[config.mk]
export PLATFORM = sky130hd
export DESIGN_NAME = uart_word_receiver_flat
export DESIGN_NICKNAME = d
export VERILOG_FILES = /design/src/rtl/uart_word_receiver_pkg.sv /design/src/rtl/uart_word_receiver_if.sv /design/src/rtl/posedge_capturer.sv /design/src/rtl/uart_word_receiver.sv /design/src/flat_wrapper.sv
export SDC_FILE = /design/constraint.sdc
export NUM_CORES = 1
export LEC_CHECK = 0
export ABC_AREA = 1
export CORE_UTILIZATION = 48
export CTS_CLUSTER_SIZE = 30
export DETAILED_ROUTE_END_ITERATION = 16
export PLACE_DENSITY = 0.82
export SLEW_MARGIN = 20
export SYNTH_ARGS = -nofsm -noshare
export SYNTH_HDL_FRONTEND = slang
export SYNTH_HIERARCHICAL = 1
export SYNTH_SLANG_ARGS = --single-unit
[constraint.sdc]
create_clock -name sys_clk -period 1.98 [get_ports sys_clk]
set_input_delay 0.396 -clock sys_clk [delete_from_list [all_inputs] [get_ports sys_clk]]
set_output_delay 0.396 -clock sys_clk [all_outputs]
set_load 0.01 [all_outputs]
[src/rtl/uart_word_receiver_pkg.sv]
// Shared definitions for the UART word receiver and related blocks.
//   CLK_FREQ_DEFAULT / UART_BPS_DEFAULT : default system clock and line rate
//   rx_state_t                          : byte receiver states
//   calc_bps_cnt()                      : clock cycles per UART bit
package uart_word_receiver_pkg;

  localparam int unsigned CLK_FREQ_DEFAULT = 50_000_000;
  localparam int unsigned UART_BPS_DEFAULT = 115200;

  typedef enum logic [1:0] {
    RX_IDLE,
    RX_START,
    RX_DATA,
    RX_STOP
  } rx_state_t;

  // Integer divide; 434 at the defaults.
  function automatic int unsigned calc_bps_cnt(input int unsigned clk_freq,
                                               input int unsigned uart_bps);
    return clk_freq / uart_bps;
  endfunction

endpackage

[src/rtl/uart_word_receiver_if.sv]
// Result bus of the UART word receiver.
//   recv_byte_data           : last correctly received byte
//   recv_byte_done           : one-cycle strobe, byte valid
//   recv_4bytes_data         : last assembled (or partially assembled) word
//   recv_4bytes_done         : high while a complete word is held
//   recv_4bytes_done_posedge : one-cycle strobe after recv_4bytes_done rises
// master = the receiver driving the bus, slave = the consumer.
interface uart_word_receiver_if;

  logic [7:0]  recv_byte_data;
  logic        recv_byte_done;
  logic [31:0] recv_4bytes_data;
  logic        recv_4bytes_done;
  logic        recv_4bytes_done_posedge;

  modport master (
    output recv_byte_data,
    output recv_byte_done,
    output recv_4bytes_data,
    output recv_4bytes_done,
    output recv_4bytes_done_posedge
  );

  modport slave (
    input recv_byte_data,
    input recv_byte_done,
    input recv_4bytes_data,
    input recv_4bytes_done,
    input recv_4bytes_done_posedge
  );

endinterface

[src/rtl/posedge_capturer.sv]
// Registered rising-edge detector.
//   sys_clk        : clock, rising edge
//   sys_rst        : synchronous active-high reset
//   signal         : level to watch
//   signal_posedge : high for one cycle, one cycle after signal rises
module posedge_capturer (
  input  logic sys_clk,
  input  logic sys_rst,
  input  logic signal,
  output logic signal_posedge
);

  logic signal_d;

  always_ff @(posedge sys_clk) begin
    if (sys_rst) begin
      signal_d       <= 1'b0;
      signal_posedge <= 1'b0;
    end else begin
      signal_d       <= signal;
      signal_posedge <= signal & ~signal_d;
    end
  end

endmodule

[src/rtl/uart_word_receiver.sv]
// UART 8N1 receiver that also packs four consecutive bytes into a
// little-endian 32-bit word (first byte in bits [7:0]).
//   sys_clk  : clock, all logic on rising edge
//   sys_rst  : synchronous active-high reset
//   uart_rxd : asynchronous serial line, idle high
//   rx_bus   : result bus (byte data/strobe, word data/level/strobe)
module uart_word_receiver
  import uart_word_receiver_pkg::*;
#(
  parameter int unsigned CLK_FREQ = CLK_FREQ_DEFAULT,
  parameter int unsigned UART_BPS = UART_BPS_DEFAULT
) (
  input  logic                   sys_clk,
  input  logic                   sys_rst,
  input  logic                   uart_rxd,
  uart_word_receiver_if.master   rx_bus
);

  localparam int unsigned BPS_CNT = calc_bps_cnt(CLK_FREQ, UART_BPS);
  localparam int unsigned CNT_W   = $clog2(BPS_CNT);

  // Synchronizer (s1, s2) plus history flop (s3) for falling-edge detect.
  logic rxd_s1, rxd_s2, rxd_s3;
  logic rxd_fall;

  rx_state_t        state;
  logic [CNT_W-1:0] baud_cnt;
  logic [2:0]       bit_cnt;
  logic [7:0]       shift_reg;
  logic             baud_mid;
  logic             baud_end;

  logic [1:0]       byte_idx;
  logic             done_posedge;

  assign rxd_fall = rxd_s3 & ~rxd_s2;
  assign baud_mid = (baud_cnt == CNT_W'(BPS_CNT / 2));
  assign baud_end = (baud_cnt == CNT_W'(BPS_CNT - 1));

  // Byte receiver. The counter is cleared on every exit to idle so that a
  // start edge seen in the very first idle cycle begins a clean bit period.
  always_ff @(posedge sys_clk) begin
    if (sys_rst) begin
      rxd_s1                <= 1'b1;
      rxd_s2                <= 1'b1;
      rxd_s3                <= 1'b1;
      state                 <= RX_IDLE;
      baud_cnt              <= '0;
      bit_cnt               <= '0;
      shift_reg             <= '0;
      rx_bus.recv_byte_data <= '0;
      rx_bus.recv_byte_done <= 1'b0;
    end else begin
      rxd_s1                <= uart_rxd;
      rxd_s2                <= rxd_s1;
      rxd_s3                <= rxd_s2;
      rx_bus.recv_byte_done <= 1'b0;

      case (state)
        RX_IDLE: begin
          baud_cnt <= '0;
          bit_cnt  <= '0;
          if (rxd_fall) state <= RX_START;
        end

        RX_START: begin
          baud_cnt <= baud_end ? '0 : baud_cnt + 1'b1;
          if (baud_mid && rxd_s2) begin
            // Start bit high at mid-bit: treat as a glitch.
            state    <= RX_IDLE;
            baud_cnt <= '0;
          end else if (baud_end) begin
            state <= RX_DATA;
          end
        end

        RX_DATA: begin
          baud_cnt <= baud_end ? '0 : baud_cnt + 1'b1;
          if (baud_mid) shift_reg[bit_cnt] <= rxd_s2;
          if (baud_end) begin
            bit_cnt <= bit_cnt + 1'b1;
            if (bit_cnt == 3'd7) state <= RX_STOP;
          end
        end

        RX_STOP: begin
          baud_cnt <= baud_end ? '0 : baud_cnt + 1'b1;
          // Return to idle at mid-stop so a back-to-back start edge is caught.
          if (baud_mid) begin
            state    <= RX_IDLE;
            baud_cnt <= '0;
            if (rxd_s2) begin
              rx_bus.recv_byte_data <= shift_reg;
              rx_bus.recv_byte_done <= 1'b1;
            end
          end
        end

        default: begin
          state    <= RX_IDLE;
          baud_cnt <= '0;
        end
      endcase
    end
  end

  // Word packer: partial words are visible; the done level clears on the
  // first byte of the next word.
  always_ff @(posedge sys_clk) begin
    if (sys_rst) begin
      rx_bus.recv_4bytes_data <= '0;
      rx_bus.recv_4bytes_done <= 1'b0;
      byte_idx                <= '0;
    end else if (rx_bus.recv_byte_done) begin
      rx_bus.recv_4bytes_data[{byte_idx, 3'b000} +: 8] <= rx_bus.recv_byte_data;
      rx_bus.recv_4bytes_done <= (byte_idx == 2'd3);
      byte_idx                <= byte_idx + 1'b1;
    end
  end

  posedge_capturer u_done_posedge (
    .sys_clk        (sys_clk),
    .sys_rst        (sys_rst),
    .signal         (rx_bus.recv_4bytes_done),
    .signal_posedge (done_posedge)
  );

  assign rx_bus.recv_4bytes_done_posedge = done_posedge;

endmodule

[src/flat_wrapper.sv]
// flat-port wrapper written by rule: the top's interface ports become plain ports
module uart_word_receiver_flat import uart_word_receiver_pkg::*;
#(
  parameter int unsigned CLK_FREQ = CLK_FREQ_DEFAULT,
  parameter int unsigned UART_BPS = UART_BPS_DEFAULT
)
  (sys_clk, sys_rst, uart_rxd, rx_bus_recv_byte_data, rx_bus_recv_byte_done, rx_bus_recv_4bytes_data, rx_bus_recv_4bytes_done, rx_bus_recv_4bytes_done_posedge);
  uart_word_receiver_if rx_bus_i ();
  input  logic sys_clk;
  input  logic sys_rst;
  input  logic uart_rxd;
  output wire logic [$bits(rx_bus_i.recv_byte_data)-1:0] rx_bus_recv_byte_data;
  output wire logic [$bits(rx_bus_i.recv_byte_done)-1:0] rx_bus_recv_byte_done;
  output wire logic [$bits(rx_bus_i.recv_4bytes_data)-1:0] rx_bus_recv_4bytes_data;
  output wire logic [$bits(rx_bus_i.recv_4bytes_done)-1:0] rx_bus_recv_4bytes_done;
  output wire logic [$bits(rx_bus_i.recv_4bytes_done_posedge)-1:0] rx_bus_recv_4bytes_done_posedge;
  assign rx_bus_recv_byte_data = rx_bus_i.recv_byte_data;
  assign rx_bus_recv_byte_done = rx_bus_i.recv_byte_done;
  assign rx_bus_recv_4bytes_data = rx_bus_i.recv_4bytes_data;
  assign rx_bus_recv_4bytes_done = rx_bus_i.recv_4bytes_done;
  assign rx_bus_recv_4bytes_done_posedge = rx_bus_i.recv_4bytes_done_posedge;
  uart_word_receiver #(.CLK_FREQ(CLK_FREQ), .UART_BPS(UART_BPS)) u_core (.sys_clk(sys_clk), .sys_rst(sys_rst), .uart_rxd(uart_rxd), .rx_bus(rx_bus_i));
endmodule
==> impl_metrics.env, run 1 <==
export IMPL_outcome="finished, final reports clean"
export IMPL_vdd_drop_max_v=0.000482
export IMPL_synth_area_um2=3060
export IMPL_antenna_found_initial=0
export IMPL_clock_skew_ns=0.00989
export IMPL_crit_arrival_ns=1.48
export IMPL_num_rows=28
export IMPL_worst_setup_path_type="flop to primary output"
export IMPL_cts_tree="yes"
export IMPL_antenna_left=0
export IMPL_globalplace_congestion=0.814
export IMPL_fin_setup_tns_ns=0
export IMPL_hp_start="u_core/u_done_posedge/signal_d"
export IMPL_cts_reportedPaths_clkPinSlew_ns=0.07
export IMPL_syn_nets=405
export IMPL_avgRoutedWirePerCell_um=12.5
export IMPL_crit_end="rx_bus_recv_byte_done"
export IMPL_largest_reg_flops=32
export IMPL_crit_chain="clkdlybuf4s50_1"
export IMPL_endpoint_kind="primary output"
export IMPL_rsz0062_at_grt="false"
export IMPL_cts_resized=0
export IMPL_finalWirelength_um=6560
export IMPL_crit_fanout=9
export IMPL_reg_top3="u_core/rx_bus.recv_4bytes_data x32, u_core/baud_cnt x9"
export IMPL_p_int_mw=1.90
export IMPL_io_buffers=45
export IMPL_avgSynthCellArea_um2=7.80
export IMPL_cp_required_ns=1.58
export IMPL_drive_gt1_share_pct=13.6
export IMPL_grt_pass1_vias=2367
export IMPL_holdCritPathClass="flop to flop"
export IMPL_maxCapViolCount=0
export IMPL_synthTopCellsByArea="dfxtp_1 46%, nand2_1 13%, a21oi_1 8.5%"
export IMPL_clk_path_buf_depth=2
export IMPL_dp_hpwl_um=4680
export IMPL_place_inst=508
export IMPL_die_x_um=81.8
export IMPL_regToRegSetupSlack_ns=0.19
export IMPL_wl_met3_um=334
export IMPL_cts_sinks=71
export IMPL_firstDrtPassIters=4
export IMPL_top_register="u_core/rx_bus.recv_4bytes_data"
export IMPL_ys_ff_latch=71
export IMPL_ys_flop_type="dfxtp_1"
export IMPL_grt_max_degree=43
export IMPL_p_sw_mw=0.579
export IMPL_multi_input_area_um2=1430
export IMPL_die_area_um2=6690
export IMPL_coreArea_um2=6030
export IMPL_critPathMaxStageDelay_ns=0.62
export IMPL_ys_top_cells_by_count="104 x nand2_1, 71 x dfxtp_1, 52 x a21oi_1"
export IMPL_r2r_start="u_core/byte_idx[1]"
export IMPL_report_power_total_mw=2.48
export IMPL_fin_util_pct=62.7
export IMPL_wl_met2_um=3080
export IMPL_p_seq_share_pct=58.0
export IMPL_diodes=0
export IMPL_timing_hold_ws_ns=0.409
export IMPL_cp_num_buf_inv=1
export IMPL_ctsRootBufferMaster="clkbuf_8"
export IMPL_ys_warn_count=6
export IMPL_leakage_nw=1.39
export IMPL_fin_crit_ns=1.87
export IMPL_setup_ws_ns=0.105
export IMPL_fp_dieH_um=81.8
export IMPL_io_pins=46
export IMPL_synth_area_leader_cell="dfxtp_1"
export IMPL_async_flop_share_pct=0
export IMPL_fin_nets=457
export IMPL_maxSlewHeadroom_pct=61.6
export IMPL_cp_slowest_cell="clkdlybuf4s50_1"
export IMPL_syn_to_final_growth_pct=23.6
export IMPL_final_cells=523
export IMPL_start_util_pct=50.7
export IMPL_top_layer="met4"
export IMPL_cts_buffers=9
export IMPL_critPathLaunch="u_core/rx_bus.recv_byte_done"
export IMPL_cts_hold_buf=0
export IMPL_design_area_um2=3780
export IMPL_cp_depth=1
export IMPL_seq_area_um2=1420
export IMPL_power_frac_comb_pct=3.2
export IMPL_swShare_pct=23.4
export IMPL_worstSkewPairLatency_ns=0.34
export IMPL_setup_viol=0
export IMPL_pre_cts_ws_ns=0.211
export IMPL_r2r_cells=6
export IMPL_grt_pass1_wl_um=10700
export IMPL_grt_overflow=0
export IMPL_finalHoldViolations=0
export IMPL_synth_edf_count=0
export IMPL_initialDrtViolationCount=141
export IMPL_htree_levels=3
export IMPL_synth_most_common_cell="nand2_1"
export IMPL_synth_top_cell_area_share_pct=46.5
export IMPL_vias=2651
export IMPL_grt_use_total_pct=21.4
export IMPL_drc_errors=0
export IMPL_crit_path_start_kind="flop"
export IMPL_via_per_inst=5.07
export IMPL_path_delay_family="buffers and inverters"
export IMPL_fmax_ghz=0.533
export IMPL_yosysUniqueCellTypes=32
export IMPL_finalMaxSlewViolations=0
export IMPL_placed_area_um2=3620
export IMPL_wl_met1_um=3020
export IMPL_synth_seq_area_share_pct=46.5
export IMPL_post_cts_buffers=0
export IMPL_fillCellCount=546
export IMPL_clkPwrFrac_pct=38.8
export IMPL_period_share_pct=94.7
export IMPL_p_per_area_nw_per_um2=656
export IMPL_worstMarginPinSlew_ns=0.575
export IMPL_synth_cells=392
export IMPL_rr_endpoint="u_core/rx_bus.recv_4bytes_data[9]"
-- per-layer routing --
metal	vias up	GRT usage, %
met5	-	0
met4	0	9.30
met3	11	5.78
met2	80	33.4
met1	1209	27.7
li1	1351	-
-- worst min-delay path by stage --
stage,endpoint,slack (ns),cells after the start
6_report,u_core/u_done_posedge/signal_posedge,0.41,1
5_1_grt,u_core/u_done_posedge/signal_posedge,0.42,1
3_3_place_gp,u_core/u_done_posedge/signal_posedge,0.39,1
3_5_place_dp,u_core/u_done_posedge/signal_posedge,0.40,1
2_1_floorplan,u_core/u_done_posedge/signal_posedge,0.38,1
4_1_cts,u_core/u_done_posedge/signal_posedge,0.40,1
-- cell families after synthesis --
| kind of cell | share of synthesized area [%] |
|---|---|
| buffers and inverters | 6.71 |
| AND/OR/NAND/NOR | 29.5 |
| XOR/XNOR | 1.72 |
| flip-flops | 46.5 |
| adder cells (fa/ha/maj) | 4.09 |
| AO/OA/AOI/OAI | 11.5 |
-- cell usage in the layout (no fill, tap or decap), types with 6 or more instances in the layout --
cell type and count:
clkdlybuf4s50_1 45, buf_4 6, inv_1 38, nand3_1 23, dfxtp_1 71, nand2_1 104
clkbuf_8 9, nor2_1 26, a21oi_1 52, nor2_2 12, o21ai_0 8, nand2_2 6
ha_1 10
-- cell type report --
| class | instances | share of cell area, % |
|---|---|---|
| multi-input cells | 269 | 37.9 |
| flip-flops and latches | 71 | 37.6 |
| repair buffers | 52 | 13.6 |
| inverters | 41 | 4.07 |
| clock buffers | 9 | 3.28 |
| well taps | 75 | 2.48 |
| clock inverters | 6 | 1.03 |
-- power groups by stage --
stage / combinational (mW) / sequential [mW] / clock (mW)
floorplan: 0.0589 / 1.47 / 0
global placement: 0.0770 / 1.47 / 0
detailed placement: 0.0788 / 1.47 / 0
CTS: 0.0789 / 1.44 / 0.997
global route: 0.0897 / 1.44 / 1.07
finish: 0.0791 / 1.44 / 0.963
Power figures use the tool's default switching activity.
==> run 2, diff against run 1 <==
--- a/config.mk
+++ b/config.mk
@@ -9,9 +9,9 @@
 export CORE_UTILIZATION = 48
 export CTS_CLUSTER_SIZE = 30
 export DETAILED_ROUTE_END_ITERATION = 16
+export GPL_TIMING_DRIVEN = 0
 export PLACE_DENSITY = 0.82
 export SLEW_MARGIN = 20
 export SYNTH_ARGS = -nofsm -noshare
 export SYNTH_HDL_FRONTEND = slang
-export SYNTH_HIERARCHICAL = 1
 export SYNTH_SLANG_ARGS = --single-unit
==> impl_metrics.env, run 2 <==
export IMPL_regToRegSetupSlack_ns=0.15
export IMPL_finalMaxSlewViolations=0
export IMPL_fillCellCount=486
export IMPL_cts_buffers=9
export IMPL_cp_slowest_cell="nor2_1"
export IMPL_place_inst=487
export IMPL_path_delay_family="simple AND/OR/NAND/NOR gates"
export IMPL_synth_xor_area_share_pct=1.17
export IMPL_grt_overflow=0
export IMPL_vias=2647
export IMPL_cp_required_ns=2.25
export IMPL_swShare_pct=21.6
export IMPL_top_register="u_core.rx_bus.recv_4bytes_data"
export IMPL_synth_compound_area_share_pct=13.9
export IMPL_avgSynthCellArea_um2=8.17
export IMPL_p_int_mw=2.17
export IMPL_reg_top3="u_core.rx_bus.recv_4bytes_data x32, u_core.baud_cnt x9"
export IMPL_ctsRootBufferMaster="clkbuf_8"
export IMPL_clkPwrFrac_pct=44.0
export IMPL_io_pins=46
export IMPL_vdd_drop_max_v=0.000427
export IMPL_synth_area_leader_cell="dfxtp_1"
export IMPL_firstDrtPassIters=4
export IMPL_synth_edf_count=0
export IMPL_antenna_found_initial=0
export IMPL_holdCritPathClass="flop to flop"
export IMPL_r2r_cells=6
export IMPL_grt_max_degree=13
export IMPL_clock_skew_ns=0.00753
export IMPL_clk_path_buf_depth=2
export IMPL_fmax_ghz=0.548
export IMPL_synth_top_family_by_area="simple AND/OR/NAND/NOR gates"
export IMPL_largest_reg_flops=32
export IMPL_layout_commonest_cell="dfxtp_1"
export IMPL_crit_chain="inv_2, ha_1, inv_1, nor2_1, a22oi_1, nor2_1"
export IMPL_syn_nets=381
export IMPL_p_seq_share_pct=52.1
export IMPL_fin_nets=436
export IMPL_synth_simple_area_share_pct=27.5
export IMPL_p_per_area_nw_per_um2=738
export IMPL_crit_path_start_kind="flop"
export IMPL_rsz0062_at_grt="false"
export IMPL_start_util_pct=50.2
export IMPL_ys_flop_type="dfxtp_1"
export IMPL_synth_seq_area_share_pct=47.3
export IMPL_finalWirelength_um=6810
export IMPL_synthTopCellsByArea="dfxtp_1 47%, nand2_1 6.4%, nor2_1 6.2%"
export IMPL_cts_hold_buf=0
export IMPL_leakage_nw=1.34
export IMPL_dp_hpwl_um=4800
export IMPL_cts_reportedPaths_clkPinSlew_ns=0.07
export IMPL_p_sw_mw=0.598
export IMPL_num_rows=28
export IMPL_globalplace_congestion=0.794
export IMPL_async_flop_share_pct=0
export IMPL_syn_to_final_growth_pct=24.8
export IMPL_avgRoutedWirePerCell_um=13.6
export IMPL_critPathMaxStageDelay_ns=0.49
export IMPL_maxCapViolCount=0
export IMPL_r2r_start="u_core.byte_idx[0]"
export IMPL_finalHoldViolations=0
export IMPL_cts_tree="yes"
export IMPL_die_area_um2=6580
export IMPL_ys_warn_count=0
export IMPL_outcome="finished, final reports clean"
export IMPL_synth_mux_area_share_pct=0
export IMPL_grt_use_total_pct=21.8
export IMPL_cp_depth=6
export IMPL_drive_gt1_share_pct=12.6
export IMPL_coreArea_um2=5990
export IMPL_worst_setup_path_type="flop to flop"
export IMPL_fp_dieH_um=81.1
export IMPL_crit_fanout=12
export IMPL_power_frac_comb_pct=3.9
export IMPL_synth_top_cell_area_share_pct=47.3
export IMPL_yosysUniqueCellTypes=31
export IMPL_via_per_inst=5.27
export IMPL_worst_path_most_repeated_cell="nor2_1"
export IMPL_synth_area_um2=3010
export IMPL_crit_end="u_core.rx_bus.recv_4bytes_data[14]"
export IMPL_diodes=0
export IMPL_rr_endpoint="u_core.rx_bus.recv_4bytes_data[14]"
export IMPL_setup_viol=0
export IMPL_ys_top_cells_by_count="71 x dfxtp_1, 51 x nand2_1, 50 x nor2_1"
export IMPL_layout_common_cells="70 x dfxtp_1, 51 x nand2_1, 50 x nor2_1, 44 x clkdlybuf4s50_1, 34 x a21oi_1"
export IMPL_maxSlewHeadroom_pct=60.3
export IMPL_fin_setup_tns_ns=0
export IMPL_worstSkewPairLatency_ns=0.34
export IMPL_drc_errors=0
export IMPL_htree_levels=3
export IMPL_grt_pass1_vias=2412
export IMPL_critPathLaunch="u_core.byte_idx[0]"
export IMPL_antenna_left=0
export IMPL_synthAdderAreaFrac_pct=4.16
export IMPL_final_cells=502
export IMPL_die_x_um=81.1
export IMPL_synth_most_common_cell="dfxtp_1"
export IMPL_endpoint_kind="flop"
export IMPL_crit_arrival_ns=2.10
export IMPL_ys_ff_latch=71
export IMPL_period_share_pct=92.2
export IMPL_io_buffers=44
export IMPL_worstMarginPinSlew_ns=0.593
export IMPL_synth_cells=368
export IMPL_cts_sinks=71
export IMPL_cp_num_buf_inv=2
export IMPL_fin_crit_ns=1.83
export IMPL_grt_pass1_wl_um=10800
export IMPL_initialDrtViolationCount=209
run 2: power groups by stage:
stage / clock network [mW] / logic [mW] / registers, mW
2_1_floorplan: 0 / 0.0843 / 1.47
3_3_place_gp: 0 / 0.104 / 1.48
3_5_place_dp: 0 / 0.107 / 1.48
4_1_cts: 1.24 / 0.108 / 1.44
5_1_grt: 1.30 / 0.121 / 1.44
6_report: 1.22 / 0.109 / 1.44
run 2: logic make-up (layout without fill, tap and decap cells):
family / count (synthesis) / in the layout
compound gates: 74 / 74
fa+ha+maj: 10 / 10
simple gates: 165 / 165
xor+xnor: 4 / 4
buf+inv: 44 / 103
flops: 71 / 71
run 2: worst min path at each step:
stage,from,end,slack (ns),cells past startpoint
2_1_floorplan,u_core.u_done_posedge.signal_d,u_core.u_done_posedge.signal_posedge,0.37,1
3_3_place_gp,u_core.u_done_posedge.signal_d,u_core.u_done_posedge.signal_posedge,0.38,1
3_5_place_dp,u_core.u_done_posedge.signal_d,u_core.u_done_posedge.signal_posedge,0.38,1
4_1_cts,u_core.u_done_posedge.signal_d,u_core.u_done_posedge.signal_posedge,0.39,1
5_1_grt,u_core.u_done_posedge.signal_d,u_core.u_done_posedge.signal_posedge,0.42,1
6_report,u_core.u_done_posedge.signal_d,u_core.u_done_posedge.signal_posedge,0.39,1
run 2: final cells by class:
| class | count | area [um^2] | area share [%] |
|---|---|---|---|
| Sequential cell | 71 | 1420 | 37.9 |
| Multi-Input combinational cell | 253 | 1400 | 37.4 |
| Timing Repair Buffer | 44 | 440 | 11.7 |
| Clock buffer | 9 | 124 | 3.30 |
| Inverter | 33 | 124 | 3.30 |
| Tap cell | 75 | 93.8 | 2.50 |
| Clock inverter | 6 | 86.3 | 2.30 |
| Buffer | 11 | 56.3 | 1.50 |
run 2: repair_timing:
action                                  in CTS  in global routing
setup buffers                                0                  0
gates resized for setup                      0                  1
endpoints found under the setup margin       0                 18
run 2: metrics by stage:
| step | power (mW) | instance area (um^2) | setup slack (ns) | util (%) | hold WS [ns] |
|---|---|---|---|---|---|
| after global placement | 1.58 | 3540 | 0.144 | 59.1 | 0.378 |
| after CTS | 2.79 | 3750 | 0.0732 | 62.6 | 0.392 |
| after global routing | 2.86 | 3750 | 0.0189 | 62.6 | 0.415 |
| after detailed placement | 1.58 | 3540 | 0.101 | 59.1 | 0.382 |
| after floorplan | 1.56 | 3010 | 0.374 | - | 0.373 |
| final | 2.77 | 3750 | 0.154 | 62.6 | 0.389 |
run 2: routing by layer:
| layer | track usage (%) | up-vias | share of wire [%] |
|---|---|---|---|
| li1 | - | 1337 | - |
| met1 | 28.2 | 1240 | 46 |
| met2 | 35.0 | 64 | 49 |
| met3 | 5.39 | 6 | 3.6 |
| met4 | 8.21 | 0 | 1.2 |
| met5 | 0 | - | 0 |
